`src/rtl/calc_core_param.sv`:
```
// Keypad-driven calculator core: decimal operand entry, operator latching, chained add/sub.
// Optional macro CALC_MUL_EN turns key 0xE into a multiply operator.
module calc_core_param #(
   parameter int unsigned WIDTH  = 8,
   parameter int unsigned DIGITS = 3
) (
   input  logic             CLK,
   input  logic             RESET,
   input  logic             clrEn,
   input  logic             trig,
   input  logic [3:0]       value,
   output logic [WIDTH-1:0] DISP,
   output logic             show_res,
   output logic             ovf,
   output logic             borrow,
   output logic             zero,
   output logic [2:0]       state
);

   localparam int unsigned EW = WIDTH + 4;
   localparam int unsigned CW = $clog2(DIGITS + 1);
   localparam logic [EW-1:0] MAX_V = {4'b0000, {WIDTH{1'b1}}};

   typedef enum logic [2:0] {
      S_A   = 3'd0,
      S_OP  = 3'd1,
      S_B   = 3'd2,
      S_RES = 3'd3
   } state_t;

   typedef enum logic [1:0] {
      OP_ADD = 2'd0,
      OP_SUB = 2'd1,
      OP_MUL = 2'd2
   } op_t;

   state_t           st, st_n;
   op_t              op, op_n, key_op;
   logic [WIDTH-1:0] a, a_n, b, b_n, r, r_n, disp_n;
   logic [CW-1:0]    cnt_a, cnt_a_n, cnt_b, cnt_b_n, cnt_cur, cnt_new;
   logic             ovf_n, borrow_n, zero_n, show_n;
   logic             clr_req, is_digit, is_op, is_eq, digit_ok;
   logic [WIDTH-1:0] acc, digit_val;
   logic [EW-1:0]    next_val;
   logic [WIDTH-1:0] alu_x, alu_res;
   logic [WIDTH:0]   sum;
   logic             alu_ovf, alu_bor, alu_zero;
`ifdef CALC_MUL_EN
   localparam int unsigned PW = 2 * WIDTH;
   logic [PW-1:0]    prod;
`endif

   // Key decode; a clear-entry request always beats the key strobe
   always_comb begin
      clr_req  = ~clrEn | (trig & (value == 4'hC));
      is_digit = (value < 4'hA);
      is_eq    = (value == 4'hD);
      is_op    = 1'b0;
      key_op   = OP_ADD;
      case (value)
         4'hA: is_op = 1'b1;
         4'hB: begin
            is_op  = 1'b1;
            key_op = OP_SUB;
         end
`ifdef CALC_MUL_EN
         4'hE: begin
            is_op  = 1'b1;
            key_op = OP_MUL;
         end
`endif
         default: ;
      endcase
   end

   // Decimal accumulation for whichever operand the current state is building
   always_comb begin
      acc       = (st == S_A) ? a : (st == S_B) ? b : '0;
      cnt_cur   = (st == S_A) ? cnt_a : (st == S_B) ? cnt_b : '0;
      next_val  = EW'(acc) * EW'(10) + EW'(value);
      digit_ok  = (next_val <= MAX_V) && (cnt_cur < CW'(DIGITS));
      cnt_new   = (next_val == '0) ? '0 : cnt_cur + CW'(1);
      digit_val = next_val[WIDTH-1:0];
   end

   // Arithmetic unit; left operand is R when repeating equals from the result state
   always_comb begin
      alu_x   = (st == S_RES) ? r : a;
      sum     = {1'b0, alu_x} + {1'b0, b};
      alu_res = sum[WIDTH-1:0];
      alu_ovf = 1'b0;
      alu_bor = 1'b0;
`ifdef CALC_MUL_EN
      prod    = PW'(alu_x) * PW'(b);
`endif
      case (op)
         OP_ADD: alu_ovf = sum[WIDTH];
         OP_SUB: begin
            alu_res = alu_x - b;
            alu_bor = (b > alu_x);
         end
`ifdef CALC_MUL_EN
         OP_MUL: begin
            alu_res = prod[WIDTH-1:0];
            alu_ovf = (prod[PW-1:WIDTH] != '0);
         end
`endif
         default: ;
      endcase
      alu_zero = (alu_res == '0);
   end

   // Next-state and datapath updates
   always_comb begin
      st_n     = st;
      op_n     = op;
      a_n      = a;
      b_n      = b;
      r_n      = r;
      cnt_a_n  = cnt_a;
      cnt_b_n  = cnt_b;
      ovf_n    = ovf;
      borrow_n = borrow;
      zero_n   = zero;
      if (clr_req) begin
         case (st)
            S_A: begin
               a_n     = '0;
               cnt_a_n = '0;
            end
            S_B: begin
               b_n     = '0;
               cnt_b_n = '0;
            end
            S_RES: begin
               st_n     = S_A;
               op_n     = OP_ADD;
               a_n      = '0;
               b_n      = '0;
               r_n      = '0;
               cnt_a_n  = '0;
               cnt_b_n  = '0;
               ovf_n    = 1'b0;
               borrow_n = 1'b0;
               zero_n   = 1'b0;
            end
            default: ;
         endcase
      end else if (trig) begin
         if (is_digit) begin
            if (digit_ok) begin
               case (st)
                  S_A: begin
                     a_n     = digit_val;
                     cnt_a_n = cnt_new;
                  end
                  S_OP, S_B: begin
                     st_n    = S_B;
                     b_n     = digit_val;
                     cnt_b_n = cnt_new;
                  end
                  S_RES: begin
                     st_n     = S_A;
                     a_n      = digit_val;
                     cnt_a_n  = cnt_new;
                     ovf_n    = 1'b0;
                     borrow_n = 1'b0;
                     zero_n   = 1'b0;
                  end
                  default: ;
               endcase
            end
         end else if (is_op) begin
            op_n = key_op;
            st_n = S_OP;
            case (st)
               S_B: begin
                  r_n      = alu_res;
                  a_n      = alu_res;
                  ovf_n    = alu_ovf;
                  borrow_n = alu_bor;
                  zero_n   = alu_zero;
               end
               S_RES: a_n = r;
               default: ;
            endcase
         end else if (is_eq && (st == S_B || st == S_RES)) begin
            st_n     = S_RES;
            r_n      = alu_res;
            ovf_n    = alu_ovf;
            borrow_n = alu_bor;
            zero_n   = alu_zero;
         end
      end
      case (st_n)
         S_B:     disp_n = b_n;
         S_RES:   disp_n = r_n;
         default: disp_n = a_n;
      endcase
      show_n = (st_n == S_RES);
   end

   always_ff @(posedge CLK or negedge RESET) begin
      if (!RESET) begin
         st       <= S_A;
         op       <= OP_ADD;
         a        <= '0;
         b        <= '0;
         r        <= '0;
         cnt_a    <= '0;
         cnt_b    <= '0;
         DISP     <= '0;
         show_res <= 1'b0;
         ovf      <= 1'b0;
         borrow   <= 1'b0;
         zero     <= 1'b0;
      end else begin
         st       <= st_n;
         op       <= op_n;
         a        <= a_n;
         b        <= b_n;
         r        <= r_n;
         cnt_a    <= cnt_a_n;
         cnt_b    <= cnt_b_n;
         DISP     <= disp_n;
         show_res <= show_n;
         ovf      <= ovf_n;
         borrow   <= borrow_n;
         zero     <= zero_n;
      end
   end

   assign state = st;

endmodule

```
`config.mk`:
```
export PLATFORM = sky130hd
export DESIGN_NAME = calc_core_param
export DESIGN_NICKNAME = d
export VERILOG_FILES = /design/src/rtl/calc_core_param.sv
export SDC_FILE = /design/constraint.sdc
export NUM_CORES = 1
export LEC_CHECK = 0
export BUFFER_PORTS_ARGS = -buffer_cell sky130_fd_sc_hd__buf_4
export CORE_MARGIN = 1
export CORE_UTILIZATION = 60
export DETAILED_ROUTE_END_ITERATION = 10
export PLACE_DENSITY = 0.79
export SLEW_MARGIN = 5
export SYNTH_ARGS = -nofsm -noshare
export SYNTH_HDL_FRONTEND = slang
export SYNTH_SLANG_ARGS = --single-unit
```
`constraint.sdc`:
```
create_clock -name CLK -period 9.6 [get_ports CLK]
set_input_delay 0.96 -clock CLK [delete_from_list [all_inputs] [get_ports CLK]]
set_output_delay 0.96 -clock CLK [all_outputs]
set_load 0.01 [all_outputs]
```
==> flow_summary.json, run 1 <==
{
  "reg2reg_to": "DISP[2]",
  "power.internal_w": 0.000596,
  "cts_hold_buf": 0,
  "slowest_delay_ns": 0.88,
  "worstRegToRegCells": 13,
  "io_buffers": 22,
  "p_sw_w": 0.000528,
  "synth_top_area_cell": "dfrtp_1",
  "fin_crit_ns": 5.38,
  "path_clk_slew_ns": 0.09,
  "yosys.cell_types.count": 71,
  "cts-root-buf": "clkbuf_8",
  "rows": 29,
  "setup_viol": 0,
  "post_cts_resized": 0,
  "timing.final.crit_share": 0.560,
  "synth_area_sq_um": 4110,
  "clk_latency_ns": 0.30,
  "maxClockFrequency_ghz": 0.186,
  "dr_wl_met2_microns": 5450,
  "area_delta_synth_final_pct": 7.28,
  "worstSetupPathType": "register to register",
  "grt_pass1_vias": 3636,
  "rsz0062_at_grt": "false",
  "synth_most_common_cell": "nand2_1",
  "power_w": 0.00112,
  "p_per_area_nw_per_um2": 255,
  "tightest_slew_ns": 1.03,
  "slowest_stage": "dfrtp_1",
  "drc": 0,
  "async_flop_share": 1.00,
  "fin_worst_skew_ns": 0.00581,
  "place.gp.congestion": 0.906,
  "h-tree-depth": 2,
  "rrSetupSlack_ns": 4.22,
  "arrival_ns": 5.57,
  "clock-sinks": 44,
  "synthAdderAreaFrac": 0.117,
  "clkPwrFrac": 0.130,
  "ant_nets": 0,
  "grt_usage": 0.326,
  "synth_top_family_by_area": "simple AND/OR/NAND/NOR gates",
  "critPathBufInv": 0,
  "r2r_start": "state[1]",
  "place_ws_ns": 4.35,
  "numCtsBuffers": 5,
  "crit_family": "multiplexers",
  "seqPwrFrac": 0.277,
  "dp_hpwl_microns": 8790,
  "die_w_microns": 84.7,
  "via_count": 3738,
  "endpoint_kind": "register",
  "drt_wl_total_microns": 11200,
  "vias_per_cell": 6.60,
  "multi_input_area_sq_um": 2840,
  "hp-class": "register to register",
  "postSynthAreaPerCell_sq_um": 8.65,
  "drv_cap": 0,
  "synthFlopType": "dfrtp_1",
  "synth_common_cells": "nand2_1, dfrtp_1, nor2_1, ha_1, o21ai_0",
  "final_cell_area_sq_um": 4410,
  "first_iter_violations": 386,
  "cp.required_ns": 9.79,
  "grt_start_max_net_pins": 45,
  "slew_headroom": 0.295,
  "antenna_cells": 0,
  "nNetsFinal": 532,
  "pwr-share-comb": 0.593,
  "ys_ff_latch": 44,
  "cp-start-kind": "register",
  "crit_start": "state[1]",
  "coreArea_sq_um": 6490,
  "synthesis.nets": 519,
  "die_area_sq_um": 7180,
  "syn-instance-count": 475,
  "wl_met1_microns": 4790,
  "io_pins": 23,
  "whs_ns": 0.497,
  "regArea_sq_um": 1100,
  "routedWlPerCell_microns": 19.8,
  "gr-total-overflow": 0,
  "hold_viol": 0,
  "slew_viol_final": 0,
  "synth_warnings": 0,
  "path_max_fanout": 20,
  "synth_seq_area_share": 0.268,
  "initial_core_util": 0.632,
  "synth_xor_xnor_area_share": 0.0171,
  "status": "completed",
  "min_from": "borrow",
  "hold_path_depth": 1,
  "synthMuxAreaShare": 0.122,
  "grt_pass1_wl_microns": 18500,
  "placed_cell_area_sq_um": 4300,
  "switching_share": 0.470,
  "dr_wl_met3_microns": 737,
  "path_cells": "mux2i_1 -> nor2_1 -> ha_1 -> ha_1 -> fa_1 -> xnor2_1 -> or2_2 -> nor4_2 -> mux2i_1 -> nand3_2 -> mux2_2 -> mux2_4 -> mux2_4",
  "antenna_found_initial": 0,
  "synth_compound_area_frac": 0.212,
  "synth-simple-area-share": 0.224,
  "die_h_microns": 84.7,
  "top_layer": "met4",
  "cts.path.max_buffers": 2,
  "fin_tns_setup_ns": 0,
  "synth-edff-count": 0,
  "synth_top_area_frac": 0.268,
  "min_to": "borrow",
  "worst_slack_ns": 4.22,
  "dr.pass1.iters": 5,
  "cts_tree": "built",
  "vdd_drop_max_mv": 0.151,
  "drive_gt1_frac": 0.141,
  "post-cts-setup-buffers": 0,
  "p_leak_nw": 2.05,
  "fill_cells": 532,
  "synthTopCellsByArea": "dfrtp_1, ha_1, nand2_1"
}
==> flip-flops by register name, indices dropped and copies added (netlist names), 2 cells and up <==
signal and cells:
DISP 8, a 8, b 8, r 8, state 3, cnt_a 2
cnt_b 2
==> worst register-to-register path: cells and delay by family (launching register included) <==
kind | cells | cell delay (ns)
xor gates and xnor gates | 1 | 0.16
and+or+nand+nor | 4 | 1.27
adders and majority gates | 3 | 0.94
muxes | 5 | 2.02
DFF | 1 | 0.88
==> through the flow <==
| step | std cells | utilization |
|---|---|---|
| floorplan | 475 | - |
| global placement | 558 | 0.662 |
| detailed placement | 558 | 0.662 |
| CTS | 566 | 0.678 |
| global route | 566 | 0.678 |
| finish | 566 | 0.678 |
==> power groups by stage <==
stage	clock, W	combinational (W)	sequential [W]
after CTS	0.000145	0.000659	0.000307
after floorplan	0	0.000508	0.000280
after detailed placement	0	0.000655	0.000311
after global routing	0.000150	0.000732	0.000317
after global placement	0	0.000637	0.000310
final	0.000146	0.000667	0.000312
==> routing by layer <==
metal,up-vias,track usage
li1,1757,-
met2,160,0.543
met3,21,0.0354
met5,-,0
met1,1800,0.446
met4,0,0.108
==> cells in the final DEF, fill, tap and decap left out, drive strengths merged, types with 5 or more instances in the layout <==
| cell type | synthesis | layout |
|---|---|---|
| a211oi | 9 | 9 |
| a21o | 7 | 7 |
| a21oi | 24 | 24 |
| a31oi | 7 | 7 |
| and2 | 6 | 6 |
| and3 | 7 | 7 |
| buf | 7 | 23 |
| clkbuf | 10 | 6 |
| dfrtp | 44 | 44 |
| ha | 32 | 32 |
| inv | 23 | 23 |
| mux2 | 21 | 21 |
| mux2i | 21 | 21 |
| nand2 | 62 | 62 |
| nand2b | 7 | 7 |
| nand3 | 20 | 20 |
| nor2 | 38 | 38 |
| nor2b | 10 | 10 |
| nor3 | 5 | 5 |
| o211ai | 7 | 7 |
| o21ai | 26 | 26 |
==> kinds of logic after synthesis <==
logic type               Yosys count
AO/OA/AOI/OAI                    122
XOR/XNOR                           8
adder cells (fa/ha/maj)           36
buffers and inverters             40
flip-flops                        44
multiplexers                      42
AND/OR/NAND/NOR                  183
==> final cells by class <==
class                   instances  area share
clock buffers                   6      0.0165
multi-input cells             391       0.645
repair buffers                 23      0.0392
inverters                      23      0.0196
clock inverters                 2     0.00795
well taps                      77      0.0219
flip-flops and latches         44       0.250
==> how the worst max path moves through the flow <==
stage          endpoint  slack, ns  depth (start not counted)
2_1_floorplan   DISP[0]       5.03                         15
3_3_place_gp    DISP[2]       4.51                         13
3_5_place_dp    DISP[2]       4.35                         13
4_1_cts         DISP[2]       4.32                         13
5_1_grt         DISP[2]       3.95                         13
6_report        DISP[2]       4.22                         13
Note: power is estimated with default switching activity, not from simulation.
==> inputs of run 2 (changes only) <==
==> constraint.sdc (replaced) <==
create_clock -name CLK -period 5.3 [get_ports CLK]
set_input_delay 0.53 -clock CLK [delete_from_list [all_inputs] [get_ports CLK]]
set_output_delay 0.53 -clock CLK [all_outputs]
set_load 0.01 [all_outputs]
==> flow_summary.json, run 2 (synthesis results as in run 1) <==
{
  "grt_start_max_net_pins": 45,
  "rrSetupSlack_ns": 0.66,
  "die_h_microns": 84.7,
  "post-cts-setup-buffers": 0,
  "fin_crit_ns": 4.64,
  "ant_nets": 0,
  "dp_hpwl_microns": 8970,
  "antenna_found_initial": 0,
  "antenna_cells": 0,
  "initial_core_util": 0.632,
  "fin_tns_setup_ns": 0,
  "numCtsBuffers": 5,
  "status": "completed",
  "place_ws_ns": 0.762,
  "final_cell_mix": "nand2_1, dfrtp_1, nor2_1",
  "drive_gt1_frac": 0.154,
  "cp-start-kind": "register",
  "die_w_microns": 84.7,
  "p_leak_nw": 2.09,
  "hold_viol": 0,
  "path_clk_slew_ns": 0.09,
  "coreArea_sq_um": 6490,
  "worstSetupPathType": "register to register",
  "drt_wl_total_microns": 11600,
  "slew_viol_final": 0,
  "drv_cap": 0,
  "io_buffers": 22,
  "io_pins": 23,
  "grt_pass1_wl_microns": 18700,
  "vdd_drop_max_mv": 0.243,
  "hp-class": "input pin to async pin",
  "nNetsFinal": 538,
  "h-tree-depth": 2,
  "routedWlPerCell_microns": 20.3,
  "via_count": 3794,
  "tightest_slew_ns": 0.780,
  "area_delta_synth_final_pct": 8.71,
  "r2r_start": "state[1]",
  "fin_worst_skew_ns": 0.0106,
  "place.gp.congestion": 0.971,
  "cp.required_ns": 5.50,
  "cts_hold_buf": 0,
  "arrival_ns": 4.84,
  "cts.path.max_buffers": 2,
  "setup_viol": 0,
  "first_iter_violations": 347,
  "slew_headroom": 0.480,
  "path_max_fanout": 15,
  "crit_start": "state[1]",
  "grt_pass1_vias": 3630,
  "p_per_area_nw_per_um2": 463,
  "rsz0062_at_grt": "false",
  "dr.pass1.iters": 5,
  "die_area_sq_um": 7180,
  "mostFrequentLayoutCell": "nand2_1",
  "cts_tree": "built",
  "rows": 29,
  "post_cts_resized": 0,
  "timing.final.crit_share": 0.875,
  "worst_slack_ns": 0.663,
  "vias_per_cell": 6.63,
  "clk_latency_ns": 0.31,
  "cts-root-buf": "clkbuf_8",
  "clock-sinks": 44,
  "drc": 0,
  "endpoint_kind": "register",
  "grt_usage": 0.337,
  "gr-total-overflow": 0,
  "maxClockFrequency_ghz": 0.216
}
==> run 2: path summary, 6_finish.rpt <==
| kind | end | depth (start not counted) |
|---|---|---|
| setup / recovery | DISP[5] | 13 |
| hold / removal | DISP[5] | 1 |
| setup reg to reg | DISP[5] | 13 |
| hold reg to reg | ovf | 1 |
| max in group asynchronous | a[3] | 1 |
| min in group CLK | ovf | 1 |
==> run 2: worst max-delay path: stages, from the launching register on <==
cell,delay [ns]
dfrtp_1,0.78
nor2b_1,0.48
and2_0,0.63
nand2_1,0.13
nand2_1,0.13
ha_1,0.24
nand2b_1,0.16
a2111oi_0,0.52
or4_1,0.19
o211ai_1,0.17
a211oi_1,0.46
a2111oi_0,0.13
o22a_1,0.23
mux2_4,0.27
==> run 2: where the power goes <==
group          internal (W)  switching, W  leakage, nW
logic              0.000526      0.000711         1.44
registers          0.000428      0.000120        0.587
clock network      0.000154      0.000127       0.0614
total               0.00111      0.000958         2.09
==> run 2: layout make-up <==
type / instances / area (sq um)
Clock buffer: 6 / 82.6
Clock inverter: 2 / 38.8
Fill cell: 558 / 2030
Inverter: 23 / 86.3
Multi-Input combinational cell: 391 / 2840
Sequential cell: 44 / 1100
Tap cell: 77 / 96.3
Timing Repair Buffer: 29 / 218
==> run 2: per-layer routing <==
metal,up-vias,part of all wire,routed length (microns),global-route usage
li1,1774,-,-,-
met1,1806,0.43,5030,0.456
met2,186,0.46,5350,0.539
met3,28,0.072,837,0.0570
met4,0,0.033,387,0.133
met5,-,0,0,0
==> run 2: per-stage QoR <==
step	power (W)	hold WS [ns]	instance area, sq um	util	cells
detailed placement	0.00176	0.484	4340	0.669	564
floorplan	0.00143	0.234	4110	-	475
global placement	0.00174	0.481	4340	0.669	564
global route	0.00221	0.259	4470	0.688	572
CTS	0.00204	0.241	4470	0.688	572
finish	0.00207	0.209	4470	0.688	572
==> inputs of run 3 (changes only) <==
--- a/config.mk
+++ b/config.mk
@@ -5,11 +5,12 @@
 export SDC_FILE = /design/constraint.sdc
 export NUM_CORES = 1
 export LEC_CHECK = 0
+export ABC_AREA = 1
 export BUFFER_PORTS_ARGS = -buffer_cell sky130_fd_sc_hd__buf_4
 export CORE_MARGIN = 1
 export CORE_UTILIZATION = 60
 export DETAILED_ROUTE_END_ITERATION = 10
-export PLACE_DENSITY = 0.79
+export PLACE_DENSITY = 0.78
 export SLEW_MARGIN = 5
 export SYNTH_ARGS = -nofsm -noshare
 export SYNTH_HDL_FRONTEND = slang
==> constraint.sdc (replaced) <==
create_clock -name CLK -period 5.65 [get_ports CLK]
set_input_delay 0.565 -clock CLK [delete_from_list [all_inputs] [get_ports CLK]]
set_output_delay 0.565 -clock CLK [all_outputs]
set_load 0.01 [all_outputs]
==> flow_summary.json, run 3 <==
{
  "synth_top_area_frac": 0.260,
  "maxClockFrequency_ghz": 0.226,
  "switching_share": 0.566,
  "nNetsFinal": 712,
  "status": "complete, but fails checks",
  "cp.required_ns": 5.88,
  "synthMuxAreaShare": 0.00237,
  "synth_top_area_cell": "dfrtp_1",
  "syn-instance-count": 646,
  "io_pins": 23,
  "synth_most_common_cell": "nand2_1",
  "numCtsBuffers": 5,
  "gr-total-overflow": 0,
  "seqPwrFrac": 0.215,
  "synth_compound_area_frac": 0.157,
  "power.internal_w": 0.00112,
  "p_sw_w": 0.00146,
  "coreArea_sq_um": 6790,
  "synth-simple-area-share": 0.356,
  "yosys.cell_types.count": 45,
  "fin_worst_skew_ns": 0.0182,
  "synthAdderAreaFrac": 0.114,
  "grt_pass1_vias": 4356,
  "dp_hpwl_microns": 11200,
  "fin_crit_ns": 4.42,
  "synth_seq_area_share": 0.260,
  "antenna_cells": 0,
  "arrival_ns": 4.65,
  "worstSetupPathType": "register to register",
  "cts_hold_buf": 0,
  "path_clk_slew_ns": 0.11,
  "clock-sinks": 44,
  "routedWlPerCell_microns": 18.7,
  "synth_area_sq_um": 4230,
  "synth-edff-count": 0,
  "multi_input_area_sq_um": 2740,
  "die_w_microns": 86.0,
  "setup_viol": 0,
  "vias_per_cell": 6.06,
  "path_max_fanout": 15,
  "grt_pass1_wl_microns": 22800,
  "fin_tns_setup_ns": 0,
  "initial_core_util": 0.623,
  "worst_slack_ns": 1.23,
  "hold_viol": 0,
  "cts_tree": "built",
  "place.gp.congestion": 1.12,
  "pwr-share-comb": 0.683,
  "cts-root-buf": "clkbuf_8",
  "whs_ns": 0.218,
  "synth_common_cells": "nand2_1, inv_1, nand3_1, a21oi_1, dfrtp_1",
  "post_cts_resized": 0,
  "synth_warnings": 0,
  "clkPwrFrac": 0.102,
  "ys_ff_latch": 44,
  "h-tree-depth": 2,
  "drt_wl_total_microns": 14300,
  "antenna_found_initial": 0,
  "fill_cells": 628,
  "vdd_drop_max_mv": 0.278,
  "die_h_microns": 86.0,
  "first_iter_violations": 607,
  "tightest_slew_ns": 1.00,
  "dr.pass1.iters": 11,
  "synth_top_family_by_area": "simple AND/OR/NAND/NOR gates",
  "clk_latency_ns": 0.32,
  "grt_usage": 0.406,
  "endpoint_kind": "register",
  "cp-start-kind": "register",
  "async_flop_share": 1.00,
  "synth_xor_xnor_area_share": 0.0166,
  "place_ws_ns": 1.38,
  "rows": 30,
  "p_leak_nw": 2.48,
  "slew_viol_final": 0,
  "die_area_sq_um": 7390,
  "mostFrequentLayoutCell": "nand2_1",
  "io_buffers": 22,
  "postSynthAreaPerCell_sq_um": 6.55,
  "placed_cells": 757,
  "p_per_area_nw_per_um2": 559,
  "violations": "design-rule violations",
  "ant_nets": 0,
  "drv_cap": 0,
  "regArea_sq_um": 1100,
  "via_count": 4638,
  "post-cts-setup-buffers": 0,
  "synthesis.nets": 690,
  "cts.path.max_buffers": 2,
  "synthTopCellsByArea": "dfrtp_1, nand2_1, ha_1",
  "hp-class": "input pin to async pin",
  "instances_no_fill": 765,
  "rsz0062_at_grt": "false",
  "grt_start_max_net_pins": 45,
  "synthFlopType": "dfrtp_1",
  "drive_gt1_frac": 0.103,
  "final_cell_mix": "nand2_1, inv_1, nand3_1",
  "area_delta_synth_final_pct": 9.20,
  "slew_headroom": 0.327,
  "timing.final.crit_share": 0.782,
  "drc": 23
}
==> run 3: cell families (layout without fill, tap and decap cells) <==
group	count (synthesis)	count (layout)
xor+xnor	8	8
flops	44	44
compound gates	114	114
buf+inv	104	127
mux	1	1
fa+ha+maj	36	36
simple gates	339	339
==> run 3: cell type report <==
class / count / share of cell area
Timing Repair Buffer: 27 / 0.0439
Clock inverter: 3 / 0.0100
Multi-Input combinational cell: 498 / 0.592
Sequential cell: 44 / 0.238
Inverter: 92 / 0.0748
Clock buffer: 5 / 0.0149
Tap cell: 96 / 0.0260
==> run 3: power groups by stage <==
stage	logic [W]	clock network [W]	registers [W]
after floorplan	0.00124	0	0.000510
after global placement	0.00166	0	0.000545
after detailed placement	0.00169	0	0.000552
after CTS	0.00170	0.000258	0.000546
after global routing	0.00194	0.000271	0.000565
final	0.00177	0.000263	0.000556
==> run 3: per-stage QoR <==
step	utilization	total power, W	cell area, sq um
finish	0.680	0.00258	4620
global route	0.680	0.00277	4620
CTS	0.680	0.00251	4620
detailed placement	0.663	0.00224	4500
global placement	0.663	0.00220	4500
floorplan	-	0.00175	4230
==> run 3: path summary, 6_finish.rpt <==
path,slack [ns],to,depth (start not counted),from
max in group asynchronous,5.01,state[2],1,RESET
hold reg to reg,0.56,cnt_b[1],2,cnt_b[1]
min in group CLK,0.56,cnt_b[1],2,cnt_b[1]
setup / recovery,1.23,cnt_a[1],20,state[2]
setup reg to reg,1.23,cnt_a[1],20,state[2]
hold / removal,0.22,ovf,1,RESET
==> run 3: critical path, stage by stage (launching register included) <==
cell     delay, ns
dfrtp_1       0.43
nor2_1        0.17
nand2_1       0.33
o22ai_1       0.43
ha_1          0.32
ha_1          0.24
fa_1          0.55
nand2_1       0.09
nor2_1        0.12
nand2_1       0.08
nand2_2       0.10
nand3_2       0.09
nand2_1       0.09
nand3_2       0.12
nor2_4        0.15
nand2_2       0.14
nor2_2        0.14
nor2_1        0.09
nor4_2        0.40
nand2_1       0.13
o21ai_0       0.11
==> run 3: layer usage <==
layer  GRT usage  wire length (microns)  share of wire
met4       0.150                    529          0.037
met3      0.0982                   1760           0.12
met5           0                      0              0
met1       0.547                   5880           0.41
met2       0.633                   6140           0.43
